`src/rtl/fetch_stage.sv`:
```
// Instruction-fetch front end: owns the PC, drives a 1-cycle-latency instruction
// memory and feeds the IF/ID register, with a 1-entry skid buffer for stalls.
module fetch_stage #(
  parameter int unsigned WIDTH       = 16,
  parameter int unsigned INSTR_WIDTH = 16,
  parameter logic [WIDTH-1:0]       RESET_PC  = 16'h0000,
  parameter logic [INSTR_WIDTH-1:0] NOP_INSTR = 16'h0000
) (
  input  logic                   clk,
  input  logic                   reset,
  input  logic                   stall,
  input  logic                   redirect,
  input  logic [WIDTH-1:0]       redirect_pc,
  output logic                   imem_req,
  output logic [WIDTH-1:0]       imem_addr,
  input  logic [INSTR_WIDTH-1:0] imem_rdata,
  output logic                   if_id_valid,
  output logic [INSTR_WIDTH-1:0] if_id_instr,
  output logic [WIDTH-1:0]       if_id_pc,
  output logic [WIDTH-1:0]       if_id_pc_plus1
);

  localparam logic [WIDTH-1:0] PC_ONE  = {{(WIDTH-1){1'b0}}, 1'b1};
  localparam logic [WIDTH-1:0] PC_ZERO = {WIDTH{1'b0}};

  logic                   rsp_pending;
  logic [WIDTH-1:0]       rsp_pc;
  logic [WIDTH-1:0]       pc_q;
  logic                   skid_valid;
  logic [INSTR_WIDTH-1:0] skid_instr;
  logic [WIDTH-1:0]       skid_pc;

  // Issuing is suppressed whenever a stalled response would have nowhere to go.
  assign imem_req  = reset & ~redirect & ~(stall & (rsp_pending | skid_valid));
  assign imem_addr = pc_q;

  // PC, in-flight tracking, skid buffer and IF/ID pipeline register.
  always_ff @(posedge clk) begin
    if (!reset) begin
      pc_q           <= RESET_PC;
      rsp_pending    <= 1'b0;
      rsp_pc         <= PC_ZERO;
      skid_valid     <= 1'b0;
      skid_instr     <= NOP_INSTR;
      skid_pc        <= PC_ZERO;
      if_id_valid    <= 1'b0;
      if_id_instr    <= NOP_INSTR;
      if_id_pc       <= PC_ZERO;
      if_id_pc_plus1 <= PC_ZERO;
    end else if (redirect) begin
      // Anything in flight or buffered belongs to the wrong path.
      pc_q        <= redirect_pc;
      rsp_pending <= 1'b0;
      skid_valid  <= 1'b0;
      if_id_valid <= 1'b0;
      if_id_instr <= NOP_INSTR;
    end else begin
      if (imem_req) begin
        pc_q        <= pc_q + PC_ONE;
        rsp_pending <= 1'b1;
        rsp_pc      <= pc_q;
      end else begin
        rsp_pending <= 1'b0;
      end

      if (rsp_pending) begin
        if (!stall) begin
          if_id_valid    <= 1'b1;
          if_id_instr    <= imem_rdata;
          if_id_pc       <= rsp_pc;
          if_id_pc_plus1 <= rsp_pc + PC_ONE;
        end else begin
          skid_valid <= 1'b1;
          skid_instr <= imem_rdata;
          skid_pc    <= rsp_pc;
        end
      end else if (!stall) begin
        if (skid_valid) begin
          if_id_valid    <= 1'b1;
          if_id_instr    <= skid_instr;
          if_id_pc       <= skid_pc;
          if_id_pc_plus1 <= skid_pc + PC_ONE;
          skid_valid     <= 1'b0;
        end else begin
          if_id_valid <= 1'b0;
          if_id_instr <= NOP_INSTR;
        end
      end else begin
        if_id_valid <= if_id_valid;
      end
    end
  end

endmodule

```
`config.mk`:
```
export PLATFORM = sky130hd
export DESIGN_NAME = fetch_stage
export DESIGN_NICKNAME = d
export VERILOG_FILES = /design/src/rtl/fetch_stage.sv
export SDC_FILE = /design/constraint.sdc
export NUM_CORES = 1
export LEC_CHECK = 0
export CAP_MARGIN = 40
export CORE_UTILIZATION = 46
export CTS_BUF_LIST = sky130_fd_sc_hd__clkbuf_4 sky130_fd_sc_hd__clkbuf_8 sky130_fd_sc_hd__clkbuf_16
export DETAILED_ROUTE_END_ITERATION = 8
export MAX_ROUTING_LAYER = met4
export PLACE_DENSITY = 0.84
export SLEW_MARGIN = 20
export SYNTH_ARGS = -nofsm -noshare
export SYNTH_HDL_FRONTEND = slang
export SYNTH_SLANG_ARGS = --single-unit
```
`constraint.sdc`:
```
create_clock -name clk -period 2.1 [get_ports clk]
set_input_delay 0.525 -clock clk [delete_from_list [all_inputs] [get_ports clk]]
set_output_delay 0.525 -clock clk [all_outputs]
set_load 0.005 [all_outputs]
```
**Word-level counts from Yosys, hierarchy flattened**

Index checks and enable logic that the tools add are counted.

- Reduce and logical (&&, ||, !) cells: 7
- Multiplexer cells: 22
- $add $sub $neg: 3
- Bitwise gates (word level): 8
- Equality and inequality tests: 2

Operators with widths:

| operator | number |
|---|---|
| 16-bit two-way mux | 14 |
| 16-bit by 1-bit adder with 16-bit output, second input constant | 3 |
| 1-bit two-way mux | 8 |
| 3-bit AND reduction | 2 |
| 1-bit NOT | 4 |
| 2-bit AND reduction | 2 |
| 2-bit nonzero test | 2 |
| 1-bit bitwise AND | 3 |
| 2-bit by 1-bit inequality test with 1-bit output, second input constant | 1 |
| 2-bit inequality test, second input constant | 1 |
| 2-bit OR reduction | 1 |
| 1-bit bitwise OR | 1 |

- Input port bits: 36
- Logic and storage cells: 52
- Output and inout port bits: 66
- Register bits: 115

**Logic depth before layout (Yosys ltp)**

Gate-level depths: netlist of run 1.

- Word-level depth: 6
- Mapped depth: 10

**Worst setup path before layout of run 1**

Ideal clock, no wire load.

- Path type: register to register
- From: register rsp_pending
- To: register if_id_pc_plus1[14]
- Stages on the path, launching flop included: 11
- Required time: 1967 ps
- Arrival: 2035 ps
- Path slack: -69 ps
- Library setup time: 133 ps
- Cells stage by stage: dfxtp_1 > buf_6 > buf_6 > buf_4 > mux2_2 > ha_1 > nand4_1 > a211oi_2 > nand2_2 > o2111ai_1 > o311ai_1

- Cells in the longest elaborated chain, start to end: 2

RTL lines:

| what | RTL line | source |
|---|---|---|
| start, declared | 26 | `logic rsp_pending;` |
| start signal, assigned | 41 | `rsp_pending <= 1'b0;` |
| start signal, assigned | 53 | `rsp_pending <= 1'b0;` |
| start signal, assigned | 60 | `rsp_pending <= 1'b1;` |
| 2-bit nonzero test (no source line) | n/a |  |
| 3-bit AND reduction (no source line) | n/a |  |
| end signal, assigned | 71 | `if_id_pc_plus1 <= rsp_pc + PC_ONE;` |
| end signal, assigned | 82 | `if_id_pc_plus1 <= skid_pc + PC_ONE;` |
| end, declared | 20 | `output logic [WIDTH-1:0] if_id_pc_plus1` |

Parallel ways exist; a longest one is shown, timed or not.
A chain may end at the register's enable or synchronous reset.

**Worst setup path after layout of run 1**

- From: register pc_q[6], in the netlist imem_addr[6]
- To: output imem_addr[6]

RTL lines:

| what | RTL line | source |
|---|---|---|
| start, declared | 28 | `logic [WIDTH-1:0] pc_q;` |
| start signal, assigned | 52 | `pc_q <= redirect_pc;` |
| start signal, assigned | 59 | `pc_q <= pc_q + PC_ONE;` |
| end, declared | 15 | `output logic [WIDTH-1:0] imem_addr,` |

No word-level cell between the ends.

==> summary.md, run 1 <==
| Metric | Value |
|---|---|
| Minimum clock period | `2.048 ns` |
| CP cell instances | `clkdlybuf4s50_1` |
| DRT antenna net count | `0` |
| RR Startpoint | `rsp_pending` |
| Post-synthesis register bit count | `115` |
| Routed WL | `between 10 and 15 mm` |
| Clock Skews | `0.01058 ns` |
| Relative slew slack | `68.70%` |
| Post-Syn Instances | `609` |
| CTS tree | `built` |
| Gr usage total | `23.59%` |
| Peak VDD IR | `between 500 and 600 uV` |
| Power Density | `~810 mW/mm^2` |
| Vert. Die Dim | `106.8 um` |
| Final setup vio count | `0` |
| Part of the Yosys area used for sequential elements | `45.54%` |
| Hold Buf Count CTS | `0` |
| Period utilisation layout | `97.53%` |
| Pin count of the biggest net entering global routing | `46` |
| Async SR Flop Fraction | `0%` |
| CTS Buffer Depth | `2` |
| Skew-Pair Late Insertion Delay | `0.52 ns` |
| Leak Pwr | `2.521 nW` |
| Syn Std Cell Area | `between 0.005 and 0.006 mm^2` |
| Reg2reg end | `if_id_pc_plus1[12]` |
| Final cell count without fillers | `864` |
| WHS Endpoint | `skid_instr[13]` |
| Drt initial violations | `295` |
| Critical Path Slowest Stage Cell | `clkdlybuf4s50_1` |
| # rows | `37` |
| M1 wire length | `5.659 mm` |
| CTS Buf Count | `17` |
| ANT cells | `0` |
| Area of the multi-input gates | `around 0.0025 mm^2` |
| YS warnings | `0` |
| Startpoint Class | `flip-flop` |
| Die area | `0.01141 mm^2` |
| Starting density of the core | `48.10%` |
| Initial antenna violation count | `0` |
| Worst slew pin tran | `0.4564 ns` |
| Core area | `0.01051 mm^2` |
| Top layer in use | `met4` |
| Final net count | `approximately 750` |
| Vias/cell | `5.500` |
| Grt total ovfl | `0` |
| WL met2 | `~6.3 mm` |
| Routed wl met3 | `726 um` |
| Cell variety after synth | `51` |
| Root Buffer | `clkbuf_8` |
| Worst Setup End Kind | `output pin` |
| Syn Area/Cell | `between 8 and 9 um^2` |
| Max Clk Rate | `488.3 MHz` |
| Vias after detailed routing | `4752` |
| Clock sinks | `approximately 120` |
| R2R cell count | `8` |
| Crit-path max cell delay | `0.55 ns` |
| Depth of the CTS H-tree | `4` |
| Drt drc | `0` |
| Hold Fails Final Rpt | `0` |
| Worst path buffer plus inverter count | `1` |
| FF-to-FF setup slack | `0.07 ns` |
| Placed cell count | `829` |
| Syn nets | `648` |
| Status | `finished clean` |
| CTS clk-pin slew, worst paths | `0.06 ns` |
| Critical path's top delay family | `buffers and inverters` |
| Vias in the first global route | `4525` |
| EDFF count, synth | `0` |
| Io pins | `102` |
| Final slew viol count | `0` |
| Required time of the critical path | `1.57 ns` |
| FF+latch area | `0.002313 mm^2` |
| Hold Path Cell Cnt | `2` |
| Number of buffers added on ports | `between 100 and 150` |
| Crit-path max FO | `6` |
| HPWL after DPL | `about 9.0 mm` |
| Most used DFF post-synth | `dfxtp_1` |
| Hold Startpoint | `skid_instr[13]` |
| Power, Total | `5.571 mW` |
| Wirelength per Cell | `14.94 um` |
| PnR worst setup slack | `between 0.05 and 0.06 ns` |
| RePlAce Congestion | `0.8640` |
| Worst Path Class, Setup | `flip-flop to output pin` |
| FILL cells | `802` |
| First-pass GRT wire length | `20.93 mm` |
| Place WS | `-0.2510 ns` |
| Min-Delay Path Class | `flip-flop to flip-flop` |
| RSZ-0062 raised after global routing | `yes` |
| WP data arrival | `roughly 1.5 ns` |
| Max cap viols | `0` |
| Die Width | `106.8 um` |
| Drt first pass iters | `5` |
| Share of layout cells above drive strength 1 | `12.50%` |
| Layout area overhead | `36.36%` |
==> worst max path at each step <==
stage                     depth (start not counted)          from                 end
after detailed placement                          5         stall            imem_req
final                                             1  imem_addr[6]        imem_addr[6]
after global placement                            5         stall            imem_req
after CTS                                         8   rsp_pending  if_id_pc_plus1[12]
after floorplan                                  10   rsp_pending  if_id_pc_plus1[14]
after global routing                              8   rsp_pending  if_id_pc_plus1[10]
==> per-layer routing <==
metal  vias up  GRT usage (%)
li1       2320              -
met1      2240          28.62
met2       176          38.94
met3        16          4.985
met4         0          8.023
met5         -              -
==> cell usage in the layout (no fill, tap or decap), types with 5 or more instances in the layout <==
| cell type | n |
|---|---|
| a211oi_1 | 15 |
| a21oi_1 | 73 |
| a22oi_1 | 16 |
| buf_4 | 26 |
| clkbuf_16 | 16 |
| clkdlybuf4s50_1 | 99 |
| clkinvlp_4 | 5 |
| dfxtp_1 | 108 |
| dfxtp_2 | 6 |
| mux2i_1 | 17 |
| nand2_1 | 131 |
| nand3_1 | 20 |
| nand4_1 | 5 |
| nor2_1 | 66 |
| o21ai_0 | 23 |
| o311ai_1 | 5 |
| xnor2_1 | 20 |
==> cell families (layout without fill, tap and decap cells) <==
group                    after synthesis  count (layout)  synth area share, %
multiplexers                          21              21                4.257
XOR/XNOR                              22              22                3.812
AND/OR/NAND/NOR                      252             252                22.92
buffers and inverters                 49             168                4.653
AO/OA/AOI/OAI                        147             147                18.07
flip-flops                           115             115                45.54
adder cells (fa/ha/maj)                3               3               0.7427
==> layout make-up <==
cell class                      count  area share, %
Tap cell                          136          2.469
Timing Repair Buffer              130          18.21
Sequential cell                   115          33.56
Clock buffer                       19          6.317
Inverter                            6         0.3267
Clock inverter                     13          2.178
Multi-Input combinational cell    445          36.94
==> stage by stage <==
| stage | util, % | setup TNS, ns | hold slack [ns] | instance area (um^2) |
|---|---|---|---|---|
| final | 65.59 | 0 | 0.4523 | 6893 |
| after CTS | 65.39 | 0 | 0.4536 | 6872 |
| after global placement | 59.53 | -0.9548 | 0.4365 | 6256 |
| after floorplan | - | 0 | 0.4318 | 5071 |
| after detailed placement | 59.60 | -1.659 | 0.4456 | 6264 |
| after global routing | 65.59 | -0.1591 | 0.4717 | 6893 |
==> flip-flops by register name (all words and copies together) (netlist names) <==
signal / count
if_id_pc_plus1: 16
if_id_instr: 16
rsp_pc: 16
skid_valid: 1
skid_instr: 16
rsp_pending: 1
imem_addr: 16
if_id_valid: 1
if_id_pc: 16
skid_pc: 16
==> Yosys cell counts (all sizes together) (7+ instances only) <==
cell type  count  area share (%)
buf           17             2.3
xnor2         20             3.5
nand2        132             9.9
a211oi        16             2.5
a22oi         16             2.4
o21ai         25             2.7
nor2          66             4.9
dfxtp        115              46
nand3         21             2.2
nand4          7             1.1
a21oi         73             7.2
clkbuf        26             1.9
mux2i         17             3.4
==> where the power goes <==
group,internal (mW),switching (mW),total (mW)
sequential,2.25,0.0729,2.32
clock,1.74,1.05,2.80
combinational,0.234,0.221,0.455
total,4.23,1.34,5.57
==> repair_timing <==
item | 4_1_cts | 5_1_grt
pin swaps | 4 | 6
buffers inserted | 2 | 1
gates resized for setup | 6 | 7
setup endpoints to repair | 2 | 11
Note: power is estimated with default switching activity, not from simulation.
==> inputs of run 2 (changes only) <==
Settings changed: PLACE_DENSITY 0.84 to 0.75.
==> run 2 against run 1 <==
Flip-flop and latch count stayed put. Clock skew shrank 0.0033 ns. Total power up 2.9%. Largest cell class unchanged. Die area unchanged. Count of clock-buffer cells in the layout increased by 1. Core utilization grew 0.46 points. Clock power increased by 6%. Hold slack barely moved. Worst setup slack is essentially flat.
==> summary.md, run 2 (same netlist as run 1, synthesis figures left out) <==
| Metric | Value |
|---|---|
| Drt drc | `0` |
| NetSw | `1.268 mW` |
| Worst Path Class, Setup | `flip-flop to output pin` |
| Wirelength per Cell | `around 15 um` |
| Vias in the first global route | `4468` |
| Worst slew pin tran | `0.6032 ns` |
| CTS clk-pin slew, worst paths | `0.06 ns` |
| Grt total ovfl | `0` |
| Max cap viols | `0` |
| Startpoint Class | `flip-flop` |
| Placed cell count | `between 800 and 900` |
| Hold Buf Count CTS | `0` |
| CP cell instances | `clkdlybuf4s50_1` |
| Critical Path End | `imem_addr[8]` |
| Reg2reg end | `if_id_pc_plus1[12]` |
| # rows | `37` |
| Skew-Pair Late Insertion Delay | `0.52 ns` |
| Vias after detailed routing | `4671` |
| Initial antenna violation count | `0` |
| Int Pwr | `4.467 mW` |
| Max Clk Rate | `a little under 500 MHz` |
| Layout area overhead | `37.33%` |
| Core area | `0.01051 mm^2` |
| Final setup TNS | `0 ns` |
| Required time of the critical path | `1.57 ns` |
| Most frequent cells in the layout | `131 x nand2_1, 106 x dfxtp_1, 99 x clkdlybuf4s50_1` |
| Comb pwr share | `around 7.9%` |
| Min-Delay Path Class | `flip-flop to flip-flop` |
| FF-to-FF setup slack | `0.07 ns` |
| Minimum clock period | `about 2.0 ns` |
| First-pass GRT wire length | `21.07 mm` |
| Most common cell after layout, fill and taps aside | `nand2_1` |
| Pin count of the biggest net entering global routing | `46` |
| Crit path depth | `1` |
| Leak Pwr | `roughly 2.6 nW` |
| Drt initial violations | `roughly 240` |
| CTS tree | `built` |
| Die Width | `106.8 um` |
| Io pins | `~100` |
| Worst Setup End Kind | `output pin` |
| Period utilisation layout | `97.55%` |
| RSZ-0062 raised after global routing | `no` |
| Power Density | `826.1 mW/mm^2` |
| Final setup vio count | `0` |
| Clock sinks | `115` |
| HPWL after DPL | `8.759 mm` |
| Share of layout cells above drive strength 1 | `12.77%` |
| Critical path's top delay family | `buffers and inverters` |
| Number of buffers added on ports | `101` |
| Gr usage total | `between 20% and 30%` |
| Crit-path max FO | `6` |
| Starting density of the core | `48.10%` |
| RePlAce Congestion | `0.8802` |
| Depth of the CTS H-tree | `4` |
| Vert. Die Dim | `around 110 um` |
| R2R cell count | `8` |
| Sw Ratio | `22.10%` |
| ANT cells | `0` |
| CTS Buf Count | `17` |
| Routed WL | `approximately 13 mm` |
| Drt first pass iters | `5` |
| Critical Path Slowest Stage Cell | `clkdlybuf4s50_1` |
| Die area | `~0.011 mm^2` |
| Final cell count without fillers | `approximately 860` |
| Worst path buffer plus inverter count | `1` |
| Root Buffer | `clkbuf_8` |
| Fin Hold WS | `0.4524 ns` |
| Power, Total | `5.735 mW` |
| Peak VDD IR | `443.9 uV` |
| FILL cells | `886` |
| Crit. Startpoint | `imem_addr[8]` |
| Crit-path max cell delay | `between 0.5 and 0.6 ns` |
| DRT antenna net count | `0` |
| Clock power share | `51.5%` |
| Final slew viol count | `0` |
| Final net count | `around 760` |
| Status | `finished clean` |
| WP data arrival | `1.52 ns` |
| Vias/cell | `5.406` |
| Reg power frac | `40.5%` |
| Clock Skews | `between 0.007 and 0.008 ns` |
| CTS Buffer Depth | `2` |
| RR Startpoint | `rsp_pending` |
| Relative slew slack | `59.70%` |
| Hold Fails Final Rpt | `0` |
run 2: changes by cell type in the layout (fill, tap and decap cells not counted), moves of 2 or more:
| cell | before | now |
|---|---|---|
| clkinv_2 | 0 | 6 |
| dfxtp_1 | 108 | 106 |
| bufinv_16 | 2 | 4 |
| clkinvlp_4 | 5 | 0 |
| dfxtp_2 | 6 | 8 |
| inv_6 | 3 | 0 |
| clkinv_4 | 3 | 1 |
run 2: metal layers:
layer  vias up  track usage (%)  wire length (um)
met1      2173            29.49              5818
met4         0            7.339               146
li1       2320                -                 -
met3        16            5.957               683
met5         -                -                 0
met2       162            38.48              6126
run 2: through the flow:
stage / worst slack, ns / util, % / area, um^2
finish: 0.05151 / 66.06 / 6942
detailed placement: -0.2637 / 59.72 / 6276
CTS: 0.002072 / 65.63 / 6897
floorplan: 0.02694 / - / 5071
global placement: -0.2521 / 59.65 / 6269
global route: 0.001793 / 66.06 / 6942
run 2: worst min-delay path by stage:
stage               slack (ns)              start  depth (start not counted)                end
CTS                       0.45        skid_pc[15]                          2        skid_pc[15]
global placement          0.44         skid_pc[6]                          2         skid_pc[6]
floorplan                 0.43         skid_pc[6]                          2         skid_pc[6]
detailed placement        0.45        skid_pc[12]                          2        skid_pc[12]
global route              0.47  if_id_pc_plus1[5]                          2  if_id_pc_plus1[5]
finish                    0.45  if_id_pc_plus1[5]                          2  if_id_pc_plus1[5]
run 2: area by class of cell:
cell class	instances	area, um^2	share of cell area, %
clock buffers	20	449.2	6.471
clock inverters	11	158.9	2.289
inverters	6	22.52	0.3244
multi-input cells	445	2546	36.68
flip-flops and latches	115	2316	33.36
well taps	136	170.2	2.451
repair buffers	131	1279	18.42
run 2: what timing repair did:
action | CTS | global route
buffers inserted | 1 | 3
pin swaps | 3 | 3
gates resized for setup | 6 | 10
hold endpoints to repair | 0 | 0
endpoints found under the setup margin | 1 | 12
run 2: power by group through the flow:
stage / clock [mW] / sequential [mW] / combinational (mW)
finish: 2.96 / 2.32 / 0.456
global route: 3.10 / 2.33 / 0.498
CTS: 2.98 / 2.32 / 0.454
detailed placement: 0 / 2.37 / 0.446
global placement: 0 / 2.36 / 0.435
floorplan: 0 / 2.35 / 0.240
